**src/rtl/writeback_queue_pkg.sv**
```systemverilog
// -----------------------------------------------------------------------------
// writeback_queue_pkg
// Shared datapath types for the writeback queue and its bypass lookup.
//   TIA_REGISTER_INDEX_WIDTH : width of a register-file index
//   TIA_WORD_WIDTH           : width of a register-file data word
//   writeback_entry_t        : one pending register write (index + data)
// -----------------------------------------------------------------------------
package writeback_queue_pkg;

  localparam int TIA_REGISTER_INDEX_WIDTH = 5;
  localparam int TIA_WORD_WIDTH           = 32;

  typedef struct packed {
    logic [TIA_REGISTER_INDEX_WIDTH-1:0] index;
    logic [TIA_WORD_WIDTH-1:0]           data;
  } writeback_entry_t;

endpackage : writeback_queue_pkg

```
**src/rtl/writeback_bypass_lookup.sv**
```systemverilog
// -----------------------------------------------------------------------------
// writeback_bypass_lookup
// Youngest-match search over the pending entries of the writeback queue for a
// single read port.
//   entries_i    : queue storage, indexed by physical slot
//   valid_i      : per-slot occupancy mask
//   head_ptr_i   : slot holding the oldest pending entry
//   read_index_i : register index being read
//   hit_o        : some valid entry targets read_index_i
//   data_o       : data of the youngest such entry, 0 when no hit
// -----------------------------------------------------------------------------
module writeback_bypass_lookup
  import writeback_queue_pkg::*;
#(
  parameter  int DEPTH     = 4,
  localparam int PTR_WIDTH = $clog2(DEPTH)
) (
  input  writeback_entry_t                    entries_i [DEPTH],
  input  logic [DEPTH-1:0]                    valid_i,
  input  logic [PTR_WIDTH-1:0]                head_ptr_i,
  input  logic [TIA_REGISTER_INDEX_WIDTH-1:0] read_index_i,
  output logic                                hit_o,
  output logic [TIA_WORD_WIDTH-1:0]           data_o
);

  logic [PTR_WIDTH-1:0] slot;

  // Walk from the oldest entry to the youngest and let each later match
  // overwrite the earlier one; the surviving value is the youngest match,
  // which is the same priority as searching from the tail backwards.
  always_comb begin
    // NOTE: every output of this block gets a default first, so no path
    // through the loop can leave a value unassigned and infer a latch.
    hit_o  = 1'b0;
    data_o = '0;
    slot   = head_ptr_i;
    for (int age = 0; age < DEPTH; age++) begin
      slot = head_ptr_i + PTR_WIDTH'(age);
      if (valid_i[slot] && (entries_i[slot].index == read_index_i)) begin
        hit_o  = 1'b1;
        data_o = entries_i[slot].data;
      end
    end
  end

endmodule : writeback_bypass_lookup

```
**src/rtl/writeback_queue.sv**
```systemverilog
// -----------------------------------------------------------------------------
// writeback_queue
// In-order FIFO of pending register writes between the functional-unit result
// path and the register-file write port. Drains one entry per cycle, holds the
// head while the host owns the write port, and forwards the youngest pending
// value for each of three operand read indices.
//   clock, reset           : clock, synchronous active-low reset
//   enable                 : stage enable shared with the register file
//   host_write_req         : host is writing the register file this cycle
//   push/push_index/_data  : incoming result; push_ready acknowledges it
//   write_enable/_index,
//   register_write_data    : register-file write port
//   read_index_0..2        : operand indices; bypass_hit/_data_0..2 forward
//   pending_count, empty   : occupancy
// -----------------------------------------------------------------------------
module writeback_queue
  import writeback_queue_pkg::*;
#(
  parameter  int DEPTH       = 4,
  localparam int COUNT_WIDTH = $clog2(DEPTH + 1)
) (
  input  logic                                clock,
  input  logic                                reset,
  input  logic                                enable,
  input  logic                                host_write_req,
  input  logic                                push,
  input  logic [TIA_REGISTER_INDEX_WIDTH-1:0] push_index,
  input  logic [TIA_WORD_WIDTH-1:0]           push_data,
  output logic                                push_ready,
  output logic                                write_enable,
  output logic [TIA_REGISTER_INDEX_WIDTH-1:0] write_index,
  output logic [TIA_WORD_WIDTH-1:0]           register_write_data,
  input  logic [TIA_REGISTER_INDEX_WIDTH-1:0] read_index_0,
  input  logic [TIA_REGISTER_INDEX_WIDTH-1:0] read_index_1,
  input  logic [TIA_REGISTER_INDEX_WIDTH-1:0] read_index_2,
  output logic                                bypass_hit_0,
  output logic                                bypass_hit_1,
  output logic                                bypass_hit_2,
  output logic [TIA_WORD_WIDTH-1:0]           bypass_data_0,
  output logic [TIA_WORD_WIDTH-1:0]           bypass_data_1,
  output logic [TIA_WORD_WIDTH-1:0]           bypass_data_2,
  output logic [COUNT_WIDTH-1:0]              pending_count,
  output logic                                empty
);

  localparam int PTR_WIDTH = $clog2(DEPTH);

  writeback_entry_t       entries_q [DEPTH];
  logic [PTR_WIDTH-1:0]   head_q, head_d;
  logic [PTR_WIDTH-1:0]   tail_q, tail_d;
  logic [COUNT_WIDTH-1:0] count_q, count_d;

  logic                   full;
  logic                   pop;
  logic                   do_push;
  logic [DEPTH-1:0]       valid;
  logic [PTR_WIDTH-1:0]   offset;

  assign empty         = (count_q == '0);
  assign full          = (count_q == COUNT_WIDTH'(DEPTH));
  assign pending_count = count_q;

  // Gating with reset keeps a reset cycle from issuing a stale write while
  // the queue is being discarded.
  assign write_enable = reset && !empty && enable && !host_write_req;
  assign pop          = write_enable;
  assign push_ready   = enable && (!full || pop);
  assign do_push      = push && push_ready;

  assign write_index         = empty ? '0 : entries_q[head_q].index;
  assign register_write_data = empty ? '0 : entries_q[head_q].data;

  // A slot is occupied when its distance from the head is below the count.
  always_comb begin
    valid  = '0;
    offset = '0;
    for (int s = 0; s < DEPTH; s++) begin
      offset   = PTR_WIDTH'(s) - head_q;
      valid[s] = (COUNT_WIDTH'(offset) < count_q);
    end
  end

  always_comb begin
    head_d  = head_q;
    tail_d  = tail_q;
    count_d = count_q;
    if (do_push) tail_d = tail_q + PTR_WIDTH'(1);
    if (pop)     head_d = head_q + PTR_WIDTH'(1);
    case ({do_push, pop})
      2'b10:   count_d = count_q + COUNT_WIDTH'(1);
      2'b01:   count_d = count_q - COUNT_WIDTH'(1);
      default: count_d = count_q;
    endcase
  end

  always_ff @(posedge clock) begin
    // NOTE: sequential state uses non-blocking assignments so every register
    // samples the pre-edge values regardless of statement order.
    if (!reset) begin
      head_q  <= '0;
      tail_q  <= '0;
      count_q <= '0;
    end else begin
      head_q  <= head_d;
      tail_q  <= tail_d;
      count_q <= count_d;
    end
  end

  // NOTE: payload storage is deliberately left out of reset; the pointers and
  // count decide what is valid, so clearing the array would only cost logic.
  always_ff @(posedge clock) begin
    if (reset && do_push) begin
      entries_q[tail_q] <= '{index: push_index, data: push_data};
    end
  end

  // The bypass sees only registered entries, so a same-cycle push never
  // reaches bypass_data combinationally.
  writeback_bypass_lookup #(.DEPTH(DEPTH)) u_lookup_0 (
    .entries_i(entries_q), .valid_i(valid), .head_ptr_i(head_q),
    .read_index_i(read_index_0), .hit_o(bypass_hit_0), .data_o(bypass_data_0)
  );

  writeback_bypass_lookup #(.DEPTH(DEPTH)) u_lookup_1 (
    .entries_i(entries_q), .valid_i(valid), .head_ptr_i(head_q),
    .read_index_i(read_index_1), .hit_o(bypass_hit_1), .data_o(bypass_data_1)
  );

  writeback_bypass_lookup #(.DEPTH(DEPTH)) u_lookup_2 (
    .entries_i(entries_q), .valid_i(valid), .head_ptr_i(head_q),
    .read_index_i(read_index_2), .hit_o(bypass_hit_2), .data_o(bypass_data_2)
  );

endmodule : writeback_queue

```
**config.mk**
```make
export PLATFORM = sky130hd
export DESIGN_NAME = writeback_queue
export DESIGN_NICKNAME = d
export VERILOG_FILES = /design/src/rtl/writeback_queue_pkg.sv /design/src/rtl/writeback_bypass_lookup.sv /design/src/rtl/writeback_queue.sv
export SDC_FILE = /design/constraint.sdc
export NUM_CORES = 1
export LEC_CHECK = 0
export ABC_AREA = 1
export CORE_MARGIN = 8
export CORE_UTILIZATION = 30
export CTS_BUF_LIST = sky130_fd_sc_hd__clkbuf_8 sky130_fd_sc_hd__clkbuf_16
export DETAILED_ROUTE_END_ITERATION = 6
export GPL_TIMING_DRIVEN = 0
export PLACE_DENSITY = 0.53
export SYNTH_ARGS = -nofsm -noshare
export SYNTH_HDL_FRONTEND = slang
export SYNTH_SLANG_ARGS = --single-unit
```
**constraint.sdc**
```tcl
create_clock -name clock -period 4.5 [get_ports clock]
set_input_delay 0.9 -clock clock [delete_from_list [all_inputs] [get_ports clock]]
set_output_delay 0.9 -clock clock [all_outputs]
set_load 0.01 [all_outputs]
```
[Word-level counts from Yosys, hierarchy flattened]
Cells that the tools add are included.
Word-level totals
  bits in registers: 155
  output and inout port bits: 142
  word-level logic and storage cells: 130
Operators by class
  add/sub/neg operators: 10
  magnitude comparators: 14
  equal/unequal tests: 15
  multiplexer cells: 50
  bitwise operators: 5
  reduce and logical (&&, ||, !) cells: 25
Operator list (count)
  32-bit two-way mux: 13
  37-bit two-way mux: 9
  37-bit binary-select mux with 2-bit select: 4
  148-bit bitwise mux: 1
  37-bit demux with 2-bit select: 1
  5-bit == test: 12
  1-bit logical AND: 19
  1-bit two-way mux: 16
  3-bit >= comparator (second input constant): 5
  2-bit NOT with 3-bit output: 5
  2-bit by 3-bit < comparator with 1-bit output: 4
  2-bit by 3-bit < comparator with 1-bit output (second input constant): 4
  1-bit binary-select mux with 2-bit select: 4
  3-bit one-hot mux with 2 select lines: 1
  5-bit two-way mux: 1
  2-bit by 1-bit adder with 2-bit output (second input constant): 2
  2-bit adder (second input constant): 2
  1-bit by 2-bit subtractor with 2-bit output (first input constant): 2
  2-bit subtractor (first input constant): 2
  3-bit by 1-bit adder with 3-bit output (second input constant): 1
  3-bit == test (second input constant): 1
  1-bit logical NOT: 3
  3-bit logical NOT: 1
  3-bit by 1-bit < comparator with 1-bit output (second input constant): 1
  5 further kinds: 5

[Longest topological paths before layout]
  depth after elaboration: 10
  mapped depth: 21
  depth with buffers taken out: 15

[Modules after synthesis]
From an unflattened synthesis, not the netlist that was laid out.
Second synthesis, totals
  cell total of the unflattened synthesis: 3645
  area total of the unflattened synthesis: 21838.4 um^2
Modules (own cells, without submodules)
  writeback_bypass_lookup: instances 3, cells each 1041, area each 5139.9 um^2
  writeback_queue: instances 1, cells each 522, area each 6418.7 um^2

[Worst setup path before layout]
OpenSTA, ideal clock, no wires.
  kind: flip-flop to output port
  from: register head_q[1]
  to: output port bypass_data_2[30]
  arrival: 2.743 ns
  data required time: 3.600 ns
  path slack: 0.857 ns
  cell stages (with the launch flop): 17
  buffers on the path: 6
  cell sequence: dfxtp_1 -> inv_2 -> buf_2 -> buf_2 -> buf_2 -> buf_2 -> ha_1 -> nand3_1 -> nand3_1 -> nand3_1 -> and2_1 -> buf_4 -> clkbuf_1 -> nand4_1 -> nand2_1 -> inv_2 -> a21oi_1
Between the ends
  cells in the longest elaborated chain, start to end: 10
  elaborated cells on any way between the ends: 47
  classes of those cells: 7 x add/sub; 4 x order compare; 4 x eq/ne; 24 x mux; 4 x bitwise; 4 x reduce/logical
RTL lines
  start, declared: RTL line writeback_queue.sv:49  | logic [PTR_WIDTH-1:0] head_q, head_d;
  start signal, assigned: RTL line writeback_queue.sv:100  | head_q <= '0;
  start signal, assigned: RTL line writeback_queue.sv:104  | head_q <= head_d;
  parallel branches: the longest is 9 deep, another holds 2-bit by 3-bit < comparator with 1-bit output
  32-bit two-way mux (*): RTL line writeback_bypass_lookup.sv:39  | if (valid_i[slot] && (entries_i[slot].index == read_index_i)) begin
  end, declared: RTL line writeback_queue.sv:41  | output logic [TIA_WORD_WIDTH-1:0] bypass_data_2,
Every way passes the cells marked *. The select of a mux whose other input is x is not followed.

[Final worst setup path]
  from: register head_q[1]
  to: output port bypass_data_0[26]
Between the ends
  cells in the longest elaborated chain, start to end: 10
  elaborated cells on any way between the ends: 47
  classes of those cells: 7 x add/sub; 4 x order compare; 4 x eq/ne; 24 x mux; 4 x bitwise; 4 x reduce/logical
RTL lines
  parallel branches: the longest is 9 deep, another holds 2-bit by 3-bit < comparator with 1-bit output
  32-bit two-way mux (*): RTL line writeback_bypass_lookup.sv:39
  end, declared: RTL line writeback_queue.sv:39  | output logic [TIA_WORD_WIDTH-1:0] bypass_data_0,
Marks and branches as above.

==> flow_summary.toml <==
[yosys]
ys_seq_area_frac = 0.304
async_flop_share = 0
ys_types = 36
synth-seq-cells = 155
syn_inst = 2446
synth_area_leaders = "edfxtp_1 30%, nand2_1 20%, o21ai_0 8.0%"
yosys.area.top_type = "edfxtp_1"
synthFlopType = "edfxtp_1"
synth_edf_count = 148
yosys_warnings = 0
avgSynthCellArea_sq_um = 6.16
netlist.area_leader.share = 0.295
syn_area_sq_um = 15100
syn_nets = 2513

[global_routing]
grt_pass1_wl_microns = 108000
grt_pass1_vias = 17600
grt_use_total = 0.253
grt-ovfl-total = 0
grt_max_degree = 22
antenna_found_initial = 0

[critical_path]
crit_chain = "inv_8, buf_12, buf_12, buf_12, buf_12, ha_4, nor2_1, nand2_1, nand3_1, nand3_1, and2_4, buf_8, nand3_4, buf_6, o21ai_0, inv_1, nand2_1, nand2_1, dlygate4sd2_1"
crit_path_frequent_cell = "buf_12"
r2r-start = "pending_count[2]"
cp_slowest_cell = "dfxtp_4"
reg2reg_to = "entries_q[113]"
slowest_delay_ns = 0.40
path_class = "reg -> out"
end_kind = "output pin"
reg2reg_slack_ns = 1.85
startpoint_type = "register"
reg2regPathDepth = 6
crit_arrival_ns = 3.59
critPathRequiredTime_ns = 3.60
critPathMaxFanout = 10

[cells_and_area]
utilization = 0.390
stdcell_count = 3404
n_antenna_cell = 0
fin_area_sq_um = 19500
final_common_cell = "nand2_1"
layout_common_cells = "808 x nand2_1, 314 x inv_1, 232 x o21ai_0, 231 x nand3_1, 148 x edfxtp_1"
drive_above_1_share = 0.153
final_nets = 2786
area_delta_synth_final_pct = 29.2

[place]
gp_congestion = 0.943
port-buffer-count = 198
place_ws_ns = -1.30
dpl.hpwl_microns = 55000
placed_area_sq_um = 18000
dp.cells = 3320

[min_path]
hold_start = "tail_q[1]"
min_to = "tail_q[1]"
hold_path_depth = 2
hold_class = "reg -> reg"

[run]
maxCapViolCount = 0

[timing]
grt_setup_unrepaired = "true"
fmax_mhz = 223
relSlewSlack = 0.351
setup-violations-final = 0
finalWorstSetupSlack_ns = 0.0128
fin_crit_ns = 4.49
slew_viol_final = 0
finalHoldViolations = 0
finalCritPeriodShare = 0.997
skew_ns = 0.0105
worst_pin_slew_ns = 0.973

[clock_network]
clock_latency_ns = 0.49
clk_pin_slew_worst_paths_ns = 0.06
cts_inserted_buffers = 17
cts_tree = "built"
cts_max_path_buffers = 2
cts_hold_buf = 0
clock_sinks = 155
root_buffer = "clkbuf_16"
h-tree-depth = 4

[detailed_routing]
viasPerCell = 5.34
drt_pass1_iterations = 6
drtIter0Drc = 2355
wl_per_cell_microns = 21.9
drc_errors = 0
num_vias = 18200
drtAntennaViolNets = 0
wirelength_microns = 74500

[power]
vdd_drop_max_mv = 0.289
p_leak_nw = 9.17
p_per_area_nw_per_um2 = 256
finalPower_mw = 4.98

[floorplanning]
die_x_microns = 240
core_area_sq_um = 49900
die_h_microns = 240
initial_core_util = 0.302
rows = 82
die-area_sq_um = 57600
io_pins = 199

[run_status]
status = "completed"
[layout make-up]
type | count | area [sq um]
Inverter | 332 | 1260
Timing Repair Buffer | 252 | 2230
Buffer | 170 | 1300
Multi-Input combinational cell | 1791 | 8640
Sequential cell | 155 | 4590
Fill cell | 5401 | 30400
Clock buffer | 17 | 425
Tap cell | 672 | 841
Clock inverter | 15 | 173
[sequential cells by signal (all words and copies together) (netlist names)]
signal and count:
tail_q 2, entries_q 148, pending_count 3, head_q 2
[cell usage after synthesis (7+ instances only)]
library cell,number
ha_1,9
nand2_1,822
inv_2,17
o21ai_1,73
nor2_2,15
nor2_1,113
nand4_1,133
nand3_2,14
edfxtp_1,148
a21oi_1,11
nand2_2,11
or2_2,28
buf_6,10
clkbuf_1,64
inv_1,313
nand3_1,234
buf_2,86
dfxtp_1,7
xor2_1,19
o21ai_0,241
o21ai_2,16
or2_1,33
buf_1,7
[through the flow]
stage | TNS (ns) | hold slack, ns
2_1_floorplan | 0 | 0.490
3_3_place_gp | -352.01 | 0.509
3_5_place_dp | -113.68 | 0.542
4_1_cts | 0 | 0.551
5_1_grt | -1.23 | 0.601
6_report | 0 | 0.552
[worst max-delay path: cells and delay by family (launching register included)]
family	cells	cell delay [ns]
buf+inv	9	1.37
simple gates	8	0.82
flops	1	0.40
fa+ha+maj	1	0.26
compound gates	1	0.21
[kinds of logic (layout without fill, tap and decap cells)]
kind of cell    count (synthesis)  count (layout)  synth area share
simple gates                 1416            1418             0.419
xor+xnor                       19              19            0.0110
mux                             2               2           0.00133
flops                         155             155             0.304
fa+ha+maj                      10              10           0.00881
buf+inv                       502             786             0.138
compound gates                342             342             0.118
[what timing repair did]
item,in CTS,in global routing
setup endpoints to repair,107,101
pin swaps,12,7
cloned,2,1
endpoints found under the hold margin,0,0
setup buffers,37,12
resized for setup,356,138
[worst max path at each step]
stage,startpoint,to,slack (ns)
detailed placement,head_q[1],bypass_data_2[30],-1.30
finish,head_q[1],bypass_data_0[26],0.01
floorplan,head_q[1],bypass_data_2[30],0.86
global placement,reset,entries_q[115],-1.68
global route,head_q[0],bypass_data_0[2],-0.1
CTS,head_q[1],bypass_data_0[2],0.004
[power breakdown]
group	total [mW]	internal (mW)	switching, mW	leakage (nW)
sequential	1.62	1.61	0.0131	1.40
combinational	1.85	0.609	1.25	7.48
clock	1.50	0.868	0.634	0.297
[metal layers]
metal | share of wire | vias to the layer above | global-route usage
li1 | - | 8464 | -
met1 | 0.42 | 8544 | 0.325
met2 | 0.44 | 957 | 0.391
met3 | 0.095 | 211 | 0.0639
met4 | 0.045 | 0 | 0.126
met5 | 0 | - | 0
(Power assumes the default switching activity.)
